==> src/rtl/reg_file.sv <==
// reg_file: architectural register file with per-register rename tags and commit bypass
module reg_file #(
  parameter int ROB_SIZE_BIT = 5,
  parameter int XLEN         = 32,
  parameter int REG_NUM      = 32
) (
  input  logic                    clk_in,
  input  logic                    rst_in,
  input  logic                    rdy_in,
  input  logic                    rob_clear,
  input  logic                    is_update_val,
  input  logic [4:0]              update_val_id,
  input  logic [ROB_SIZE_BIT-1:0] update_val_dep,
  input  logic [XLEN-1:0]         update_val,
  input  logic                    is_update_dep,
  input  logic [4:0]              update_dep_id,
  input  logic [ROB_SIZE_BIT-1:0] update_dep,
  input  logic [4:0]              qry1_reg,
  output logic [XLEN-1:0]         qry1_val,
  output logic                    qry1_has_dep,
  output logic [ROB_SIZE_BIT-1:0] qry1_dep,
  input  logic [4:0]              qry2_reg,
  output logic [XLEN-1:0]         qry2_val,
  output logic                    qry2_has_dep,
  output logic [ROB_SIZE_BIT-1:0] qry2_dep
);
  logic [XLEN-1:0]         val  [REG_NUM];
  logic [ROB_SIZE_BIT-1:0] dep  [REG_NUM];
  logic [REG_NUM-1:0]      busy;
  logic commit, rename;
  assign commit = is_update_val && update_val_id != '0;
  assign rename = is_update_dep && update_dep_id != '0;
  always_ff @(posedge clk_in) begin
    if (!rst_in) begin
      busy <= '0;
      for (int i = 0; i < REG_NUM; i++) begin
        val[i] <= '0;
        dep[i] <= '0;
      end
    end else if (rdy_in) begin
      if (rob_clear) begin
        busy <= '0;
        for (int i = 0; i < REG_NUM; i++) dep[i] <= '0;
      end else begin
        if (commit) begin
          val[update_val_id] <= update_val;
          // a tag mismatch means a younger producer still owns the register
          if (busy[update_val_id] && dep[update_val_id] == update_val_dep &&
              !(rename && update_dep_id == update_val_id))
            busy[update_val_id] <= 1'b0;
        end
        if (rename) begin
          busy[update_dep_id] <= 1'b1;
          dep[update_dep_id]  <= update_dep;
        end
      end
    end
  end
  logic [4:0]              q_reg [2];
  logic [XLEN-1:0]         q_val [2];
  logic                    q_hd  [2];
  logic [ROB_SIZE_BIT-1:0] q_dep [2];
  assign q_reg[0] = qry1_reg;
  assign q_reg[1] = qry2_reg;
  for (genvar i = 0; i < 2; i++) begin : g_q
    logic zero, byp;
    assign zero     = q_reg[i] == '0;
    assign byp      = is_update_val && !rob_clear && update_val_id == q_reg[i] &&
                      busy[q_reg[i]] && dep[q_reg[i]] == update_val_dep;
    assign q_val[i] = zero ? '0 : byp ? update_val : val[q_reg[i]];
    assign q_hd[i]  = !zero && !byp && busy[q_reg[i]];
    assign q_dep[i] = q_hd[i] ? dep[q_reg[i]] : '0;
  end
  assign qry1_val     = q_val[0];
  assign qry1_has_dep = q_hd[0];
  assign qry1_dep     = q_dep[0];
  assign qry2_val     = q_val[1];
  assign qry2_has_dep = q_hd[1];
  assign qry2_dep     = q_dep[1];
endmodule

==> config.mk <==
export PLATFORM = sky130hd
export DESIGN_NAME = reg_file
export DESIGN_NICKNAME = d
export VERILOG_FILES = /design/src/rtl/reg_file.sv
export SDC_FILE = /design/constraint.sdc
export NUM_CORES = 2
export LEC_CHECK = 0
export CELL_PAD_IN_SITES_DETAIL_PLACEMENT = 0
export CELL_PAD_IN_SITES_GLOBAL_PLACEMENT = 1
export CORE_ASPECT_RATIO = 0.8
export CORE_UTILIZATION = 28
export CTS_BUF_LIST = sky130_fd_sc_hd__clkbuf_8
export DETAILED_ROUTE_END_ITERATION = 7
export DONT_BUFFER_PORTS = 1
export PLACE_DENSITY = 0.56
export SETUP_SLACK_MARGIN = 0.05
export SYNTH_ARGS = -nofsm -noshare
export SYNTH_HDL_FRONTEND = slang
export SYNTH_SLANG_ARGS = --single-unit
==> constraint.sdc <==
create_clock -name clk_in -period 10 [get_ports clk_in]
set_input_delay 0.5 -clock clk_in [delete_from_list [all_inputs] [get_ports clk_in]]
set_output_delay 0.5 -clock clk_in [all_outputs]
set_load 0.005 [all_outputs]
# ---- Yosys cells after proc, flatten, opt, wreduce, memory -nomap -nowiden
# Memory sizes are Yosys's and may differ from the RTL's.
# Cells that the tools add are included.
# Widths: inputs -> output; s select.
dict set report op_classes {
  eq_ne 6
  muxes 76
  bitwise 35
  n_reduce_logical 30
  magnitude_cmp 6
}
# op count
set ops {}
lappend ops {{$mux 32} 12}
lappend ops {{$mux 5} 37}
lappend ops {{$and 32x32->32} 1}
lappend ops {{$not 32->32} 1}
lappend ops {{$or 1x1->1} 32}
lappend ops {{$or 32x32->32} 1}
lappend ops {{$reduce_or 32->1} 1}
lappend ops {{$eq 5x5->1} 6}
lappend ops {{$lt 5x6->1 const B} 4}
lappend ops {{$mux 1} 22}
lappend ops {{$logic_and 1x1->1} 18}
lappend ops {{$bmux 1 s5} 3}
lappend ops {{$demux 1 s5} 2}
lappend ops {{$ge 5x1->1 const B} 2}
lappend ops {{$logic_not 5->1} 2}
lappend ops {{$reduce_bool 5->1} 2}
lappend ops {{$logic_not 1->1} 6}
lappend ops {{$reduce_or 5->1} 1}
dict set report word_totals {
  ff_bits 32
  ram_bits 1184
  mem_count 2
  out_inout_bits 76
}
# name depth width read_ports rd_clocked_by_memory_dff write_ports line
set mem_list {}
lappend mem_list {val 32 32 2 0 32 27} ;# logic [XLEN-1:0] val [REG_NUM];
lappend mem_list {dep 32 5 3 0 32 28} ;# logic [ROB_SIZE_BIT-1:0] dep [REG_NUM];

# ---- Longest topological paths before layout
dict set report logic_depth {
  word_depth 14
  mapped_depth 15
  mapped_depth_nobuf 8
}

# ---- Least setup slack after synthesis
# OpenSTA, ideal clock, no wires.
dict set report synth_timing {
  path_type {input-to-reg}
  from {input port rst_in}
  to {memory val[17][0], enable pin}
  setup_ns 0.466
  path_slack_ns 5.038
  path_buffers 2
  path_stages 7
  required_time_ns 9.534
  t_arrival_ns 4.496
  path_cell_list {inv_1 -> nor3b_1 -> nand2_1 -> or2_2 -> clkbuf_1 -> clkbuf_1 -> o21ai_0}
}
# element line
set synth_lines {}
lappend synth_lines {{start, declared} 8} ;# input logic rst_in,
lappend synth_lines {{end, declared} 27}

==> impl_metrics.tcl <==
set metrics [dict create \
    fillCellCount 23200 \
    layout_worst_path_cycle_share 0.566 \
    final_cell_mix "sky130_fd_sc_hd__edfxtp_1, sky130_fd_sc_hd__and2_1, sky130_fd_sc_hd__mux4_2" \
    violations "max-slew violations" \
    dieArea_sq_um 243000 \
    max_slew.worst_pin.slew_ns 2.14 \
    synth-seq-cells 1216 \
    routed.top_layer "met5" \
    cap_violations 0 \
    ff2ff_setup_slack_ns 6.12 \
    whs_endpoint "busy[8]$_SDFFE_PN0P_" \
    async_reset_ff_frac 0 \
    post_cts.resized_instances 0 \
    drc 0 \
    grt_first_pass_wirelength_microns 358000 \
    htree_num_levels 4 \
    route.met2.wl_microns 119000 \
    peakVddDrop_uv 139 \
    final_util 0.318 \
    power.density_cell_area_nw_per_um2 158 \
    critPathKind "reg -> out" \
    dr_wl_cell_microns 34.0 \
    regToRegEndpoint "busy[14]$_SDFFE_PN0P_" \
    postCtsHoldBufs 62 \
    worst_slew_margin_rel -0.427 \
    synthDominantCellAreaShare 0.526 \
    syn2layout_area_growth_pct 12.3 \
    numCtsBuffers 223 \
    post_cts.repair.setup_buffers 0 \
    num-nets-final 4415 \
    critical_path.max_fanout 66 \
    rsz0062_at_grt "no" \
    worstRegToRegCells 9 \
    detailedRoute.firstPassIterationCount 5 \
    synth_area_leader_cell "sky130_fd_sc_hd__edfxtp_1" \
    ctsLongestPathBuffers 3 \
    number_of_antenna_violations_at_the_first_check_in_global_routing 26 \
    floorplan.initialDensity 0.283 \
    synth_area_leaders "sky130_fd_sc_hd__edfxtp_1, sky130_fd_sc_hd__mux4_2, sky130_fd_sc_hd__and2_1" \
    class_of_the_worst_hold_path "in -> reg" \
    postSynthAreaPerCell_sq_um 15.3 \
    cts_tree "done" \
    finalWorstPathRequiredPeriod_ns 5.66 \
    die-height_microns 441 \
    synth-warning-count 0 \
    routed-via-count 42600 \
    clkLatencyLatePin_ns 0.98 \
    ant_nets 0 \
    finalHoldViolations 0 \
    final.setup.tns_ns 0 \
    syn-cell-area_sq_um 67500 \
    placed_area_sq_um 71000 \
    power.static_leakage_nw 25.3 \
    max_freq_ghz 0.177 \
    initialDrtViolationCount 5550 \
    layout_commonest_cell "sky130_fd_sc_hd__edfxtp_1" \
    drive_above_1_share 0.266 \
    finalSetupViolCount 0 \
    outcome "complete, but fails checks" \
    number_of_global_route_vias_before_repair 42400 \
    clockRootBuffer "sky130_fd_sc_hd__clkbuf_8" \
    worst_ep_required_time_ns 9.50 \
    synthDistinctLibCells 58 \
    main_flop_type_after_synthesis "sky130_fd_sc_hd__edfxtp_1" \
    chipWidth_microns 551 \
    fin_cells 7709 \
    detail_route.wirelength.met1_microns 113000 \
    dp_hpwl_microns 137000 \
    vias_per_cell 5.52 \
    place.port_buffers 0 \
    ios 144 \
    rr_startpoint "dep[19][4]$_SDFFCE_PN0P_" \
    cts_sinks 1216 \
    placeableCoreArea_sq_um 239000 \
    placement_rows 160 \
    critPathArrivalTime_ns 5.16 \
    dr_wl_met3_microns 23200 \
    gr-usage-all-layers 0.213 \
    routed_wirelength_microns 262000 \
    synth-seq-area-share 0.536 \
    globalRouteOverflowTotal 0 \
    clk_pin_slew_worst_paths_ns 0.07 \
    worst_hold_slack_ns 0.111 \
    synth-edff-count 1184 \
    holdCritStartpoint "is_update_dep" \
    grt_max_degree 322 \
    gp_congestion 0.840 \
    post-route-cell-area_sq_um 75900 \
    clk_skew_ns 0.0485 \
    pins_over_their_slew_limit 242 \
    timing.critical_path.from_type "flip-flop" \
    min_delay_path_depth 5 \
    critical_path_end_type "primary output" \
    post_synth_inst_count 4410 \
    place.detailed.instances 7216 \
]
==> synth_stat cells (all sizes together) (6+ instances only) <==
| master | n |
|---|---|
| edfxtp | 1184 |
| nand4 | 18 |
| mux2 | 7 |
| nand2b | 12 |
| nor2b | 19 |
| a22oi | 43 |
| and3 | 59 |
| o31ai | 32 |
| nand2 | 94 |
| a21oi | 49 |
| xor2 | 17 |
| nand3 | 30 |
| mux2i | 146 |
| buf | 117 |
| a31oi | 29 |
| or2 | 6 |
| mux4 | 750 |
| inv | 7 |
| dfxtp | 32 |
| xnor2 | 13 |
| clkbuf | 361 |
| nor2 | 94 |
| o21ai | 99 |
| and2 | 1103 |
| o311a | 32 |
==> routing by layer <==
layer / up-vias / track usage
li1: 17200 / -
met1: 22900 / 0.301
met2: 2133 / 0.329
met3: 342 / 0.0474
met4: 2 / 0.0597
met5: - / 0
==> cell families (layout without fill, tap and decap cells) <==
logic type | after synthesis | count (layout) | share of synthesized area
compound gates | 308 | 308 | 0.0297
xor+xnor | 30 | 30 | 0.00389
buf+inv | 485 | 570 | 0.0287
other cells | 1 | 56 | 0.0000555
mux | 903 | 903 | 0.273
flops | 1216 | 1216 | 0.536
simple gates | 1467 | 1467 | 0.129
==> critical path, stage by stage (launching register included) <==
cell	delay, ns
sky130_fd_sc_hd__edfxtp_1	0.44
sky130_fd_sc_hd__mux4_2	0.50
sky130_fd_sc_hd__mux2i_1	0.17
sky130_fd_sc_hd__o22ai_1	0.19
sky130_fd_sc_hd__a221oi_1	0.82
sky130_fd_sc_hd__xor2_1	0.13
sky130_fd_sc_hd__nand4_1	0.15
sky130_fd_sc_hd__buf_4	0.76
sky130_fd_sc_hd__o21ai_0	0.51
sky130_fd_sc_hd__nor3_1	0.48
==> cell type report <==
type | instances | area (sq um) | share of cell area
inverter | 7 | 32.5 | 0.000429
antenna | 19 | 47.5 | 0.000627
timing repair buffer | 154 | 1400 | 0.0185
sequential | 1216 | 36200 | 0.477
tap | 3159 | 3950 | 0.0521
clock buffer | 225 | 3100 | 0.0408
multi-input combinational | 2745 | 30200 | 0.398
clock inverter | 184 | 950 | 0.0125
==> worst max path at each step <==
stage	from	to	slack (ns)
global route	dep[31][4]$_SDFFCE_PN0P_	qry1_dep[2]	4.23
CTS	dep[31][4]$_SDFFCE_PN0P_	qry1_dep[2]	4.37
floorplan	rst_in	val[17][0]$_SDFFCE_PN0P_	5.04
global placement	qry2_reg[0]	qry2_val[28]	5.20
detailed placement	qry2_reg[0]	qry2_val[29]	5.12
finish	dep[31][4]$_SDFFCE_PN0P_	qry1_dep[2]	4.34
==> power by group <==
group / leakage, nW / total [mW] / switching (mW) / internal, mW
sequential: 11.6 / 6.00 / 0.143 / 5.86
combinational: 11.4 / 1.46 / 0.786 / 0.679
clock: 2.34 / 4.50 / 2.29 / 2.21
total: 25.3 / 12.0 / 3.22 / 8.75
==> state kept, by name, indices dropped and copies added (netlist names) <==
register and flops:
dep 160, busy 32, val 1024
==> through the flow <==
stage                     power (mW)  worst slack (ns)
after floorplan                 7.09              5.04
after global placement          7.38              5.20
after detailed placement        7.39              5.12
after CTS                       12.0              4.37
after global routing            12.3              4.23
final                           12.0              4.34
(Power assumes the default switching activity.)
